===== src/rtl/reg_bus_pkg.sv =====
// Shared definitions for the register-bus transfer sequencer: op codes and FSM states.
package reg_bus_pkg;

  typedef enum logic [1:0] {
    OP_MOVE = 2'b00,
    OP_LOAD = 2'b01,
    OP_READ = 2'b10,
    OP_RSVD = 2'b11
  } op_t;

  typedef enum logic [1:0] {
    IDLE,
    DRIVE,
    LATCH,
    DONE
  } state_t;

endpackage


===== src/rtl/reg_bus_dec.sv =====
// One-hot decoder: drives vec[idx] high when en is set, all zeros otherwise.
module reg_bus_dec #(
  parameter int N  = 4,
  parameter int IW = 2
) (
  input  logic [IW-1:0] idx,
  input  logic          en,
  output logic [N-1:0]  vec
);

  always_comb begin
    vec = '0;
    for (int unsigned i = 0; i < N; i++) begin
      vec[i] = en && (idx == IW'(i));
    end
  end

endmodule


===== src/rtl/reg_bus_ctrl.sv =====
// Transfer sequencer for a shared tri-state register bus (MOVE / LOAD / READ).
// Optional transfer/error counters enabled by defining REG_BUS_XFER_CNT_EN.
module reg_bus_ctrl
  import reg_bus_pkg::*;
#(
  parameter int  NREG = 4,
  parameter int  W    = 4,
  localparam int IW   = $clog2(NREG)
) (
  input  logic            clk,
  input  logic            clr,
  input  logic            req_valid,
  output logic            req_ready,
  input  logic [1:0]      req_op,
  input  logic [IW-1:0]   req_src,
  input  logic [IW-1:0]   req_dst,
  input  logic [W-1:0]    req_data,
  input  logic [W-1:0]    bus_in,
  output logic [NREG-1:0] oen,
  output logic [NREG-1:0] inen,
  output logic            ext_drv_en,
  output logic [W-1:0]    ext_drv_data,
  output logic [W-1:0]    rd_data,
  output logic            done,
  output logic            err
`ifdef REG_BUS_XFER_CNT_EN
  ,
  output logic [7:0]      xfer_cnt,
  output logic [7:0]      err_cnt
`endif
);

  state_t        state, state_nx;
  op_t           op_q;
  logic [IW-1:0] src_q, dst_q;
  logic [W-1:0]  data_q;
  logic          err_q;
  logic          req_bad;
  logic          accept;
  logic          oen_en, inen_en;

  assign accept = (state == IDLE) && req_valid;

  always_comb begin
    req_bad = (req_op == OP_RSVD)
           || ((req_op != OP_LOAD) && (int'(req_src) >= NREG))
           || ((req_op != OP_READ) && (int'(req_dst) >= NREG))
           || ((req_op == OP_MOVE) && (req_src == req_dst));
  end

  always_ff @(posedge clk or posedge clr) begin
    if (clr) state <= IDLE;
    else     state <= state_nx;
  end

  always_comb begin
    state_nx = state;
    unique case (state)
      IDLE:    if (req_valid) state_nx = req_bad ? DONE : DRIVE;
      DRIVE:   state_nx = LATCH;
      LATCH:   state_nx = DONE;
      DONE:    state_nx = IDLE;
      default: state_nx = IDLE;
    endcase
  end

  always_ff @(posedge clk or posedge clr) begin
    if (clr) begin
      op_q   <= OP_MOVE;
      src_q  <= '0;
      dst_q  <= '0;
      data_q <= '0;
      err_q  <= 1'b0;
    end else if (accept) begin
      op_q   <= op_t'(req_op);
      src_q  <= req_src;
      dst_q  <= req_dst;
      data_q <= req_data;
      err_q  <= req_bad;
    end
  end

  // Enables decode only from the state register and latched fields, so clr drops them at once.
  assign oen_en       = ((state == DRIVE) || (state == LATCH)) && ((op_q == OP_MOVE) || (op_q == OP_READ));
  assign inen_en      = (state == LATCH) && ((op_q == OP_MOVE) || (op_q == OP_LOAD));
  assign ext_drv_en   = ((state == DRIVE) || (state == LATCH)) && (op_q == OP_LOAD);
  assign ext_drv_data = ext_drv_en ? data_q : '0;
  assign req_ready    = (state == IDLE);
  assign done         = (state == DONE);
  assign err          = (state == DONE) && err_q;

  reg_bus_dec #(.N(NREG), .IW(IW)) u_oen_dec (
    .idx (src_q),
    .en  (oen_en),
    .vec (oen)
  );

  reg_bus_dec #(.N(NREG), .IW(IW)) u_inen_dec (
    .idx (dst_q),
    .en  (inen_en),
    .vec (inen)
  );

  always_ff @(posedge clk or posedge clr) begin
    if (clr)                                      rd_data <= '0;
    else if ((state == LATCH) && (op_q == OP_READ)) rd_data <= bus_in;
  end

`ifdef REG_BUS_XFER_CNT_EN
  always_ff @(posedge clk or posedge clr) begin
    if (clr) begin
      xfer_cnt <= '0;
      err_cnt  <= '0;
    end else if (state == DONE) begin
      if (!err_q)                xfer_cnt <= xfer_cnt + 8'd1;
      else if (err_cnt != 8'hFF) err_cnt  <= err_cnt + 8'd1;
    end
  end
`endif

endmodule


===== config.mk =====
export PLATFORM = sky130hd
export DESIGN_NAME = reg_bus_ctrl
export DESIGN_NICKNAME = d
export VERILOG_FILES = /design/src/rtl/reg_bus_pkg.sv /design/src/rtl/reg_bus_dec.sv /design/src/rtl/reg_bus_ctrl.sv
export SDC_FILE = /design/constraint.sdc
export NUM_CORES = 1
export LEC_CHECK = 0
export CAP_MARGIN = 10
export CORE_MARGIN = 1
export CORE_UTILIZATION = 41
export CTS_CLUSTER_SIZE = 28
export DETAILED_ROUTE_END_ITERATION = 12
export PLACE_DENSITY_LB_ADDON = 0.25
export SYNTH_ARGS = -nofsm -noshare
export SYNTH_HDL_FRONTEND = slang
export SYNTH_SLANG_ARGS = --single-unit

===== constraint.sdc =====
create_clock -name clk -period 1.6 [get_ports clk]
set_input_delay 0.32 -clock clk [delete_from_list [all_inputs] [get_ports clk]]
set_output_delay 0.32 -clock clk [all_outputs]
set_load 0.05 [all_outputs]

Yosys cells after proc, flatten, opt, wreduce, memory -nomap -nowiden
Cells that the tools add are included.
{"block": "totals", "reg_bits": 17, "latch_bits": 0, "ram_bits": 0, "mem_bits_ro": 0, "in_bits": 17, "out_inout_bits": 20, "elab_cells": 49, "mem_count": 0}
{"block": "classes", "add_sub_neg": 0, "multipliers": 0, "div": 0, "order_cmp": 0, "eq_ne": 14, "n_shift": 0, "mux": 4, "bitwise": 0, "n_reduce_logical": 24}
{"op": "2-bit equality test, second input constant", "n": 8}
{"op": "1-bit logical AND", "n": 15}
{"op": "2-bit zero test", "n": 5}
{"op": "2-bit by 1-bit equality test with 1-bit output, second input constant", "n": 4}
{"op": "2-bit case mux with 4 select lines", "n": 1}
{"op": "1-bit logical OR", "n": 4}
{"op": "2-bit 2-to-1 mux", "n": 2}
{"op": "4-bit 2-to-1 mux", "n": 1}
{"op": "2-bit equality test", "n": 1}
{"op": "2-bit inequality test, second input constant", "n": 1}

Logic depth before layout (Yosys ltp)
Gate-level depths: netlist of the first run.
{"block": "logic_depth", "word_depth": 6, "depth_mapped": 6}

Modules after synthesis
From an unflattened synthesis of the first run, not the netlist that was laid out.
{"block": "hier_totals", "cells_unflattened": 73, "hier_area_um2": 929.6}
{"mod": "reg_bus_ctrl", "instances": 1, "cells_per_inst": 65, "area_per_inst_um2": 854.6, "seq_area_each_um2": 425.4}
{"mod": "reg_bus_dec", "instances": 2, "cells_per_inst": 4, "area_per_inst_um2": 37.5, "seq_area_each_um2": 0.0}

Worst setup path after synthesis of the first run
No wires, ideal clock.
{"block": "synth_path", "kind": "reg-to-output", "startpoint": "register state[0]", "endpoint": "output oen[1]", "arrival_time_ps": 2424, "slack_ps": -1144, "path_stages_with_launch": 5, "n_path_buf": 0, "cell_sequence": "dfrtp_1 -> inv_1 -> ha_1 -> inv_1 -> nor4b_1"}
{"block": "synth_between", "elab_chain_len": 4, "elab_cells_between_ends": 5, "cone_classes": "2 x eq/ne; 3 x reduce/logical"}
{"element": "from (decl)", "line_no": "reg_bus_ctrl.sv:33", "text": "state_t state, state_nx;"}
{"element": "from (signal assigned)", "line_no": "reg_bus_ctrl.sv:53", "text": "else state <= state_nx;"}
{"element": "2-bit by 1-bit equality test with 1-bit output or 2-bit equality test (tied branches)", "line_no": "reg_bus_ctrl.sv:84", "text": "assign oen_en = ((state == DRIVE) || (state == LATCH)) && ((op_q == OP_MOVE) || (op_q == OP_READ));"}
{"element": "1-bit logical OR (*)", "line_no": "reg_bus_ctrl.sv:84"}
{"element": "1-bit logical AND (*)", "line_no": "reg_bus_ctrl.sv:84"}
{"element": "1-bit logical AND (*)", "line_no": "reg_bus_dec.sv:14", "text": "vec[i] = en && (idx == IW'(i));"}
{"element": "to (decl)", "line_no": "reg_bus_ctrl.sv:19", "text": "output logic [NREG-1:0] oen,"}
Mark *: on every way between the ends. The rest lies on a longest branch, timed or not.

Worst setup path in the final report of the first run
{"block": "layout_path", "startpoint": "register state[0]", "endpoint": "output ext_drv_data[2]"}
{"block": "layout_between", "elab_chain_len": 4, "elab_cells_between_ends": 5, "cone_classes": "2 x eq/ne; 1 x mux; 2 x reduce/logical"}
{"element": "2-bit by 1-bit equality test with 1-bit output or 2-bit equality test (tied branches)", "line_no": "reg_bus_ctrl.sv:86", "text": "assign ext_drv_en = ((state == DRIVE) || (state == LATCH)) && (op_q == OP_LOAD);"}
{"element": "1-bit logical OR (*)", "line_no": "reg_bus_ctrl.sv:86"}
{"element": "1-bit logical AND (*)", "line_no": "reg_bus_ctrl.sv:86"}
{"element": "4-bit 2-to-1 mux (*)", "line_no": "reg_bus_ctrl.sv:87", "text": "assign ext_drv_data = ext_drv_en ? data_q : '0;"}
{"element": "to (decl)", "line_no": "reg_bus_ctrl.sv:22", "text": "output logic [W-1:0] ext_drv_data,"}
Marks and branches as above.

==> results of run 1 <==
[metrics by stage]
step,setup TNS (ns),instance area (µm²),setup slack [ns]
2_1_floorplan,-0.722,1000,-0.145
3_5_place_dp,-0.448,1560,-0.0566
5_1_grt,-4.12,1680,-0.351
4_1_cts,-3.12,1660,-0.291
6_report,-3.35,1680,-0.300
3_3_place_gp,-0.00540,1560,-0.00540
[final cells by class]
cell class,count,area [µm²]
flip-flops and latches,17,425
clock buffers,4,26.3
well taps,27,33.8
repair buffers,45,594
fillers,100,325
multi-input cells,48,579
inverters,4,17.5
[metal layers]
layer | track usage (%) | wire (µm)
met5 | 0 | 0
met4 | 7.84 | 39
met3 | 4.40 | 101
met2 | 38.9 | 1210
met1 | 25.4 | 967
[synthesized netlist by cell type (2+ instances only)]
cell and n:
dfrtp_1 17, mux2_4 9, and2_1 5, mux2_2 5, a21oi_1 4, inv_1 4, nor2_1 4, ha_1 3
and4b_1 2, nor4b_1 2, nor4bb_1 2, xnor2_1 2
[worst max-delay path, delay by kind of cell (launching register included)]
family	cells	cell delay [ns]
flops	1	0.38
buf+inv	2	0.19
simple gates	3	0.41
fa+ha+maj	1	0.30
[flip-flops by register name (all words and copies together) (netlist names)]
signal and cells:
state 2, err_q 1, rd_data 4, op_q 2, src_q 2, data_q 4
dst_q 2
[worst min path at each step]
stage | startpoint | end | slack, ns | cells past startpoint
after detailed placement | data_q[0] | data_q[0] | 0.48 | 1
final | clr | data_q[3] | 0.32 | 3
after CTS | clr | data_q[3] | 0.33 | 3
after global routing | clr | data_q[0] | 0.35 | 3
after global placement | rd_data[3] | rd_data[3] | 0.49 | 1
after floorplan | clr | data_q[0] | 0.25 | 1
[cell families (layout without fill, tap and decap cells)]
group           count (synthesis)  after routing  synth area share [%]
compound gates                  8              8                  5.34
xor+xnor                        2              2                  1.97
fa+ha+maj                       3              3                  4.21
buf+inv                         5             53                  2.95
flops                          17             17                  47.8
mux                            14             14                  21.5
simple gates                   21             21                  16.3
[repair_timing]
| action | CTS | global route |
|---|---|---|
| gates cloned | 0 | 0 |
| gates resized for setup | 8 | 2 |
| pin swaps | 5 | 7 |
| endpoints found under the setup margin | 14 | 14 |
| setup buffers | 4 | 3 |
[report_power, final]
part	leakage [µW]	switching [µW]	internal (µW)
sequential	0.000200	304	652
combinational	0.000524	1310	1470
clock	0.0000150	130	97.1
total	0.000738	1740	2220
==> impl_metrics.tcl, run 1 <==
set metrics [dict create \
    firstDrtPassIters 4 \
    cp.arrival_ns 1.58 \
    violations "negative setup slack" \
    antenna_cells 0 \
    synthesis.area_um2 891 \
    period_minus_slack_ns 1.90 \
    report.final.slew_viol_count 0 \
    cp-endpoint "ext_drv_data[2]" \
    cp_slowest_stage_delay_ns 0.38 \
    status "finished with violations" \
    insertion_delay_ns 0.29 \
    initial_core_util_pct 44.5 \
    clkTransAtPathRegs_ns 0.09 \
    max-vdd-ir-drop_mv 1.88 \
    grt_setup_unrepaired "yes" \
    r2r_end "rd_data[3]" \
    yosysSeqAreaShare_pct 47.8 \
    area_growth_pct 88.2 \
    first_iter_violations 10 \
    drc_errors 0 \
    cap_violations 0 \
    worstPathMaxFanout 5 \
    ys.flop_type "dfrtp_1" \
    tightest_slew_ns 0.478 \
    r2r_start "state[0]" \
    synthArstFlopShare_pct 100 \
    fmax_ghz 0.526 \
    ant_nets 0 \
    cts-buffers-inserted 3 \
    post_drt_via_cell_ratio 5.18 \
    pwr_density_cell_mw_per_mm2 2360 \
    critPathLaunch "state[0]" \
    final_nets 139 \
    ctsHoldBuffers 0 \
    row_count 16 \
    instances_no_fill 145 \
    ios 37 \
    dp.cells 136 \
    most-common-layout-cells "dfrtp_1 (17), buf_12 (17), clkdlybuf4s50_1 (16)" \
    synth_edf_count 0 \
    synth_area_leaders "dfrtp_1 (48%), mux2_4 (15%), mux2_2 (6.3%)" \
    synthCells 70 \
    die_w_um 48.6 \
    ys_ff_latch 17 \
    grt_pass1_wl_um 3840 \
    clock-sinks 17 \
    finalCoreUtilization_pct 83.8 \
    vias 751 \
    skew_ns 0.00310 \
    grt_pass1_vias 783 \
    power_uw 3960 \
    routabilityCongestion 0.789 \
    port_buffers 36 \
    grt_remaining_overflow 0 \
    crit_type "reg2out" \
    antenna_found_initial 0 \
    coreArea_mm2 0.00200 \
    ctsRootBufferMaster "clkbuf_4" \
    clockBufferDepth 2 \
    htree_levels 1 \
    power.leakage_uw 0.000738 \
    ys_types 23 \
    hold_violations 0 \
    cts_tree "done" \
    grtUsageTotal_pct 21.7 \
    r2r_slack_ns 0.06 \
    wl_per_cell_um 16.0 \
    grt_max_degree 18 \
    yosysTopAreaCell "dfrtp_1" \
    avgSynthCellArea_um2 12.7 \
    die-area_mm2 0.00236 \
    drive_above_1_share_pct 56.8 \
    setup_viol 14 \
    hp-class "in2async" \
    synth.net_count 90 \
    fin_worst_hold_slack_ns 0.322 \
    wl_um 2320 \
    finalCritPeriodShare_pct 119 \
    critPathSlowestCell "dfrtp_1" \
    critical_path.startpoint_type "register" \
    layout_setup_ws_ns -0.300 \
    critPathCaptureType "output port" \
    yosys.area.top_type_share_pct 47.8 \
    critical_path.cell_chain "inv_2 > ha_4 > nand2_4 > nor2_4 > and2_4 > buf_12" \
    r2r_cells 6 \
    hpwl_um 1630 \
    maxSlewHeadroom_pct 68.1 \
    dieHeight_um 48.6 \
    ys_warn_count 0 \
    cp.required_ns 1.28 \
]
No activity file was read; power rests on OpenSTA's default activity.
==> inputs of run 2 (changes only) <==
--- a/config.mk
+++ b/config.mk
@@ -7,10 +7,11 @@
 export LEC_CHECK = 0
 export CAP_MARGIN = 10
 export CORE_MARGIN = 1
-export CORE_UTILIZATION = 41
+export CORE_UTILIZATION = 42
 export CTS_CLUSTER_SIZE = 28
 export DETAILED_ROUTE_END_ITERATION = 12
 export PLACE_DENSITY_LB_ADDON = 0.25
 export SYNTH_ARGS = -nofsm -noshare
 export SYNTH_HDL_FRONTEND = slang
+export SYNTH_HIERARCHICAL = 1
 export SYNTH_SLANG_ARGS = --single-unit
==> run 2 against run 1 <==
  * The flow still finishes with violations (negative setup slack)
  * Global-route usage up 1.7 points
  * Sequential share of layout area down 0.81 points
  * Total power down 0.76%
  * Sequential power down 5.2%
  * Worst setup slack worse by 0.056 ns
  * Non-clock buffer count up 3
  * Hold slack better by 0.073 ns
==> impl_metrics.tcl, run 2 <==
set metrics [dict create \
    vias 778 \
    grt_max_degree 18 \
    fin_worst_hold_slack_ns 0.395 \
    antenna_found_initial 0 \
    r2r_cells 7 \
    layout_setup_ws_ns -0.356 \
    crit_type "reg2out" \
    first_iter_violations 13 \
    hp-class "in2async" \
    worstPathMaxFanout 4 \
    die_w_um 49.0 \
    muxShareOfSynthArea_pct 20.6 \
    wl_per_cell_um 18.1 \
    synth_adder_area_share_pct 5.38 \
    synth.most_common_cell "dfrtp_1" \
    r2r_slack_ns -0.06 \
    postLayoutCellArea_mm2 0.00173 \
    ctsHoldBuffers 0 \
    routabilityCongestion 0.769 \
    max-vdd-ir-drop_mv 1.57 \
    ys_warn_count 6 \
    synth.net_count 94 \
    drive_above_1_share_pct 62.9 \
    ys_types 22 \
    most-common-layout-cells "dfrtp_1 (17), buf_12 (17), clkdlybuf4s50_1 (16)" \
    clock-sinks 17 \
    drc_errors 0 \
    post_drt_via_cell_ratio 5.15 \
    cp-endpoint "oen[0]" \
    ys.flop_type "dfrtp_1" \
    synthSimpleGateAreaFrac_pct 19.2 \
    port_buffers 36 \
    cap_violations 0 \
    avgSynthCellArea_um2 12.7 \
    violations "negative setup slack" \
    area_growth_pct 86.3 \
    status "finished with violations" \
    dieHeight_um 49.0 \
    yosysSeqAreaShare_pct 45.8 \
    cp.required_ns 1.28 \
    power.leakage_uw 0.000804 \
    ios 37 \
    cp.arrival_ns 1.64 \
    clockBufferDepth 2 \
    grt_pass1_wl_um 4070 \
    ys_ff_latch 17 \
    initial_core_util_pct 46.0 \
    yosys.area.top_type_share_pct 45.8 \
    hpwl_um 1700 \
    r2r_end "data_q[3]" \
    synthArstFlopShare_pct 100 \
    yosysTopAreaCell "dfrtp_1" \
    synth_xor_area_share_pct 1.88 \
    insertion_delay_ns 0.30 \
    ant_nets 0 \
    grtUsageTotal_pct 23.4 \
    grt_remaining_overflow 0 \
    setup_viol 26 \
    synthCells 73 \
    maxSlewHeadroom_pct 78.4 \
    htree_levels 1 \
    synth_edf_count 0 \
    final_nets 146 \
    wl_um 2730 \
    synthesis.area_um2 930 \
    critical_path.startpoint_type "register" \
    row_count 16 \
    cts-buffers-inserted 3 \
    coreArea_mm2 0.00202 \
    die-area_mm2 0.00241 \
    synth_top_family_by_area "multiplexers" \
    tightest_slew_ns 0.324 \
    pwr_density_cell_mw_per_mm2 2270 \
    placed_area_mm2 0.00157 \
    critPathLaunch "state[1]" \
    fmax_ghz 0.511 \
    ctsRootBufferMaster "clkbuf_4" \
    skew_ns 0.00627 \
    critPathCaptureType "output port" \
    largestRegisters "data_q: 4 flops, rd_data: 4 flops" \
    clkTransAtPathRegs_ns 0.10 \
    grt_pass1_vias 841 \
    finalCritPeriodShare_pct 122 \
    synth_area_leaders "dfrtp_1 (46%), mux2_4 (15%), mux2_2 (6.1%)" \
    synth_common_cells "dfrtp_1 (17), mux2_4 (9), and2_1 (5), mux2_2 (5)" \
    cts_tree "done" \
    grt_setup_unrepaired "yes" \
    antenna_cells 0 \
    r2r_start "state[0]" \
    hold_violations 0 \
    synth_compound_area_share_pct 4.71 \
    period_minus_slack_ns 1.96 \
    report.final.slew_viol_count 0 \
    firstDrtPassIters 3 \
]
run 2: cell types whose count changed after synthesis, moves of 2 or more:
cell	previous run	this run
nor3b_2	0	2
nor4b_1	2	0
nor4bb_1	2	0
and3_2	0	2
and4b_1	2	0
nor2b_1	0	2
and3b_1	0	4
nand2_1	1	3
run 2: worst min path at each step:
stage / from / endpoint / slack (ns) / cells past startpoint
floorplan: clr / data_q[0] / 0.25 / 1
global placement: rd_data[0] / rd_data[0] / 0.49 / 1
detailed placement: rd_data[2] / rd_data[2] / 0.50 / 1
CTS: clr / data_q[3] / 0.38 / 3
global route: clr / rd_data[0] / 0.42 / 3
finish: clr / data_q[1] / 0.40 / 3
run 2: cell families (layout without fill, tap and decap cells):
family                     count (synthesis)  after routing
and+or+nand+nor                           25             25
xor gates and xnor gates                   2              2
muxes                                     14             14
adders and majority gates                  4              4
buffers and inverters                      4             55
DFF                                       17             17
AOI/OAI and AO/OA                          7              7
run 2: where the power goes:
group	total, µW	switching, µW	internal [µW]
Clock	230	137	93.2
Combinational	2800	1320	1480
Sequential	906	252	654
run 2: layout make-up:
class                           count  area [µm²]
Multi-Input combinational cell     52         584
Sequential cell                    17         425
Clock inverter                      1        5.00
Tap cell                           27        33.8
Fill cell                         107         290
Inverter                            3        11.3
Timing Repair Buffer               48         649
Clock buffer                        3        22.5
run 2: repair_timing:
action                                  4_1_cts  5_1_grt
endpoints found under the hold margin         0        0
resized for setup                            10        6
endpoints found under the setup margin       14       26
pin swaps                                     6        2
buffers inserted                              5        3
gates cloned                                  0        1
run 2: per-stage QoR:
stage | TNS (ns) | power [µW] | setup WS [ns] | std cells | util (%)
finish | -5.02 | 3930 | -0.356 | 151 | 85.6
global route | -7.21 | 4100 | -0.449 | 151 | 85.6
CTS | -3.78 | 3750 | -0.320 | 148 | 82.8
detailed placement | -0.135 | 3310 | -0.0668 | 139 | 77.5
global placement | 0 | 3240 | 0.00344 | 139 | 77.5
floorplan | -0.662 | 2360 | -0.127 | 73 | -
run 2: per-layer routing:
layer  part of all wire, %  wire length [µm]  vias to the layer above  GRT usage (%)
met5                     0                 0                        -              0
met4                   2.5                68                        0           10.8
met3                   4.5               122                        6           3.74
met2                    56              1530                       31           45.6
met1                    37              1010                      384           24.1
li1                      -                 -                      357              -
run 2: worst max-delay path, cell delays in order (launching register included):
cell	delay, ns
dfrtp_1	0.41
inv_2	0.08
ha_4	0.29
nor2b_4	0.16
nor3b_4	0.24
buf_12	0.17
==> inputs of run 3 (changes only) <==
==> constraint.sdc (replaced) <==
create_clock -name clk -period 1.6 [get_ports clk]
set_input_delay 0.48 -clock clk [delete_from_list [all_inputs] [get_ports clk]]
set_output_delay 0.48 -clock clk [all_outputs]
set_load 0.05 [all_outputs]
==> run 3 against run 2 <==
  * The run still ends with negative setup slack left
  * Clock-buffer cell count rose by 1
  * Combinational power rose by 6%
  * Non-clock buffer count grew 3
  * Clock skew down 0.0048 ns
  * Critical path depth unchanged
  * Worst setup slack got worse by 0.13 ns
  * Maximum frequency fell by 6.4%
==> impl_metrics.tcl, run 3 (same netlist as run 2, synthesis figures left out) <==
set metrics [dict create \
    status "finished with violations" \
    violations "negative setup slack" \
    cp.required_ns 1.12 \
    first_iter_violations 3 \
    cp.arrival_ns 1.61 \
    ant_nets 0 \
    skew_ns 0.00144 \
    wl_per_cell_um 17.7 \
    most-common-layout-cells "buf_12 (21), dfrtp_1 (17), clkdlybuf4s50_1 (16)" \
    maxSlewHeadroom_pct 80.1 \
    ios 37 \
    grt_pass1_vias 905 \
    r2r_cells 8 \
    coreArea_mm2 0.00202 \
    initial_core_util_pct 46.0 \
    port_buffers 36 \
    ctsRootBufferMaster "clkbuf_4" \
    layout_setup_ws_ns -0.490 \
    cts-buffers-inserted 3 \
    clkTransAtPathRegs_ns 0.10 \
    vias 807 \
    critPathCaptureType "output port" \
    cts_tree "done" \
    post_drt_via_cell_ratio 5.24 \
    period_minus_slack_ns 2.09 \
    crit_type "reg2out" \
    grt_remaining_overflow 0 \
    max-vdd-ir-drop_mv 1.73 \
    die_w_um 49.0 \
    insertion_delay_ns 0.29 \
    cap_violations 0 \
    ctsHoldBuffers 0 \
    power_uw 4100 \
    worstPathMaxFanout 4 \
    firstDrtPassIters 4 \
    tightest_slew_ns 0.297 \
    preCtsSetupSlack_ns -0.164 \
    dieHeight_um 49.0 \
    nFillCells 89 \
    report.final.slew_viol_count 0 \
    antenna_found_initial 0 \
    grt_pass1_wl_um 4090 \
    setup_viol 26 \
    drive_above_1_share_pct 62.2 \
    grt_max_degree 12 \
    power.leakage_uw 0.000831 \
    seqCellArea_um2 425 \
    layout_commonest_cell "buf_12" \
    antenna_cells 0 \
    drc_errors 0 \
    grt_setup_unrepaired "yes" \
    row_count 16 \
    htree_levels 1 \
    grtUsageTotal_pct 22.9 \
    critical_path.startpoint_type "register" \
    fmax_ghz 0.478 \
    routabilityCongestion 0.801 \
    area_growth_pct 94.3 \
    clockBufferDepth 2 \
    die-area_mm2 0.00241 \
    clock-sinks 17 \
    wl_um 2730 \
    hold_violations 0 \
    pwr_density_cell_mw_per_mm2 2270 \
    multi_input_area_um2 596 \
    hpwl_um 1870 \
    final_nets 149 \
    hp-class "in2async" \
    largestRegisters "data_q: 4 flops, rd_data: 4 flops" \
    finalCritPeriodShare_pct 131 \
]
[run 3: worst paths after layout]
path                               to  slack, ns      start
max in group asynchronous     op_q[0]       0.81        clr
hold reg to reg             data_q[0]       0.52  data_q[0]
min in group clk            data_q[0]       0.52  data_q[0]
setup reg to reg              op_q[0]      -0.08   state[0]
setup / recovery               oen[0]      -0.49   state[0]
hold / removal             rd_data[1]       0.41        clr
[run 3: layout make-up]
type / count / share of cell area (%)
clock buffer: 4 / 1.45
timing repair buffer: 51 / 39.5
sequential: 17 / 23.5
inverter: 3 / 0.623
multi-input combinational: 52 / 33.0
tap: 27 / 1.87
[run 3: worst max-delay path, stage by stage (launching register included)]
cell and delay (ns):
dfrtp_1 0.39, inv_2 0.08, ha_4 0.28, nor2b_4 0.16, nor3b_4 0.23, buf_12 0.16
[run 3: what timing repair did]
item,CTS,global route
endpoints found under the setup margin,16,26
pin swaps,2,4
buffers inserted,3,2
gates resized for setup,6,6
gates cloned,0,1
endpoints found under the hold margin,0,0
[run 3: through the flow]
| stage | instance area (µm²) | hold slack [ns] | instances | utilization (%) | TNS, ns |
|---|---|---|---|---|---|
| global placement | 1680 | 0.493 | 146 | 83.0 | -1.00 |
| CTS | 1750 | 0.419 | 152 | 86.3 | -5.62 |
| detailed placement | 1680 | 0.499 | 146 | 83.0 | -1.88 |
| finish | 1810 | 0.407 | 154 | 89.4 | -6.86 |
| floorplan | 1000 | 0.406 | 73 | - | -3.33 |
| global route | 1810 | 0.433 | 154 | 89.4 | -7.81 |
[run 3: layer usage]
layer,track usage [%],vias to the layer above,routed length [µm]
li1,-,364,-
met1,24.5,395,1120
met2,42.8,35,1400
met3,4.36,13,111
met4,10.8,0,105
met5,0,-,0
[run 3: power by group]
group          leakage [µW]  internal, µW  total [µW]  switching, µW
clock network     0.0000150          97.1         233            136
registers          0.000200           654         912            258
logic              0.000617          1610        2960           1350
total              0.000831          2360        4100           1740
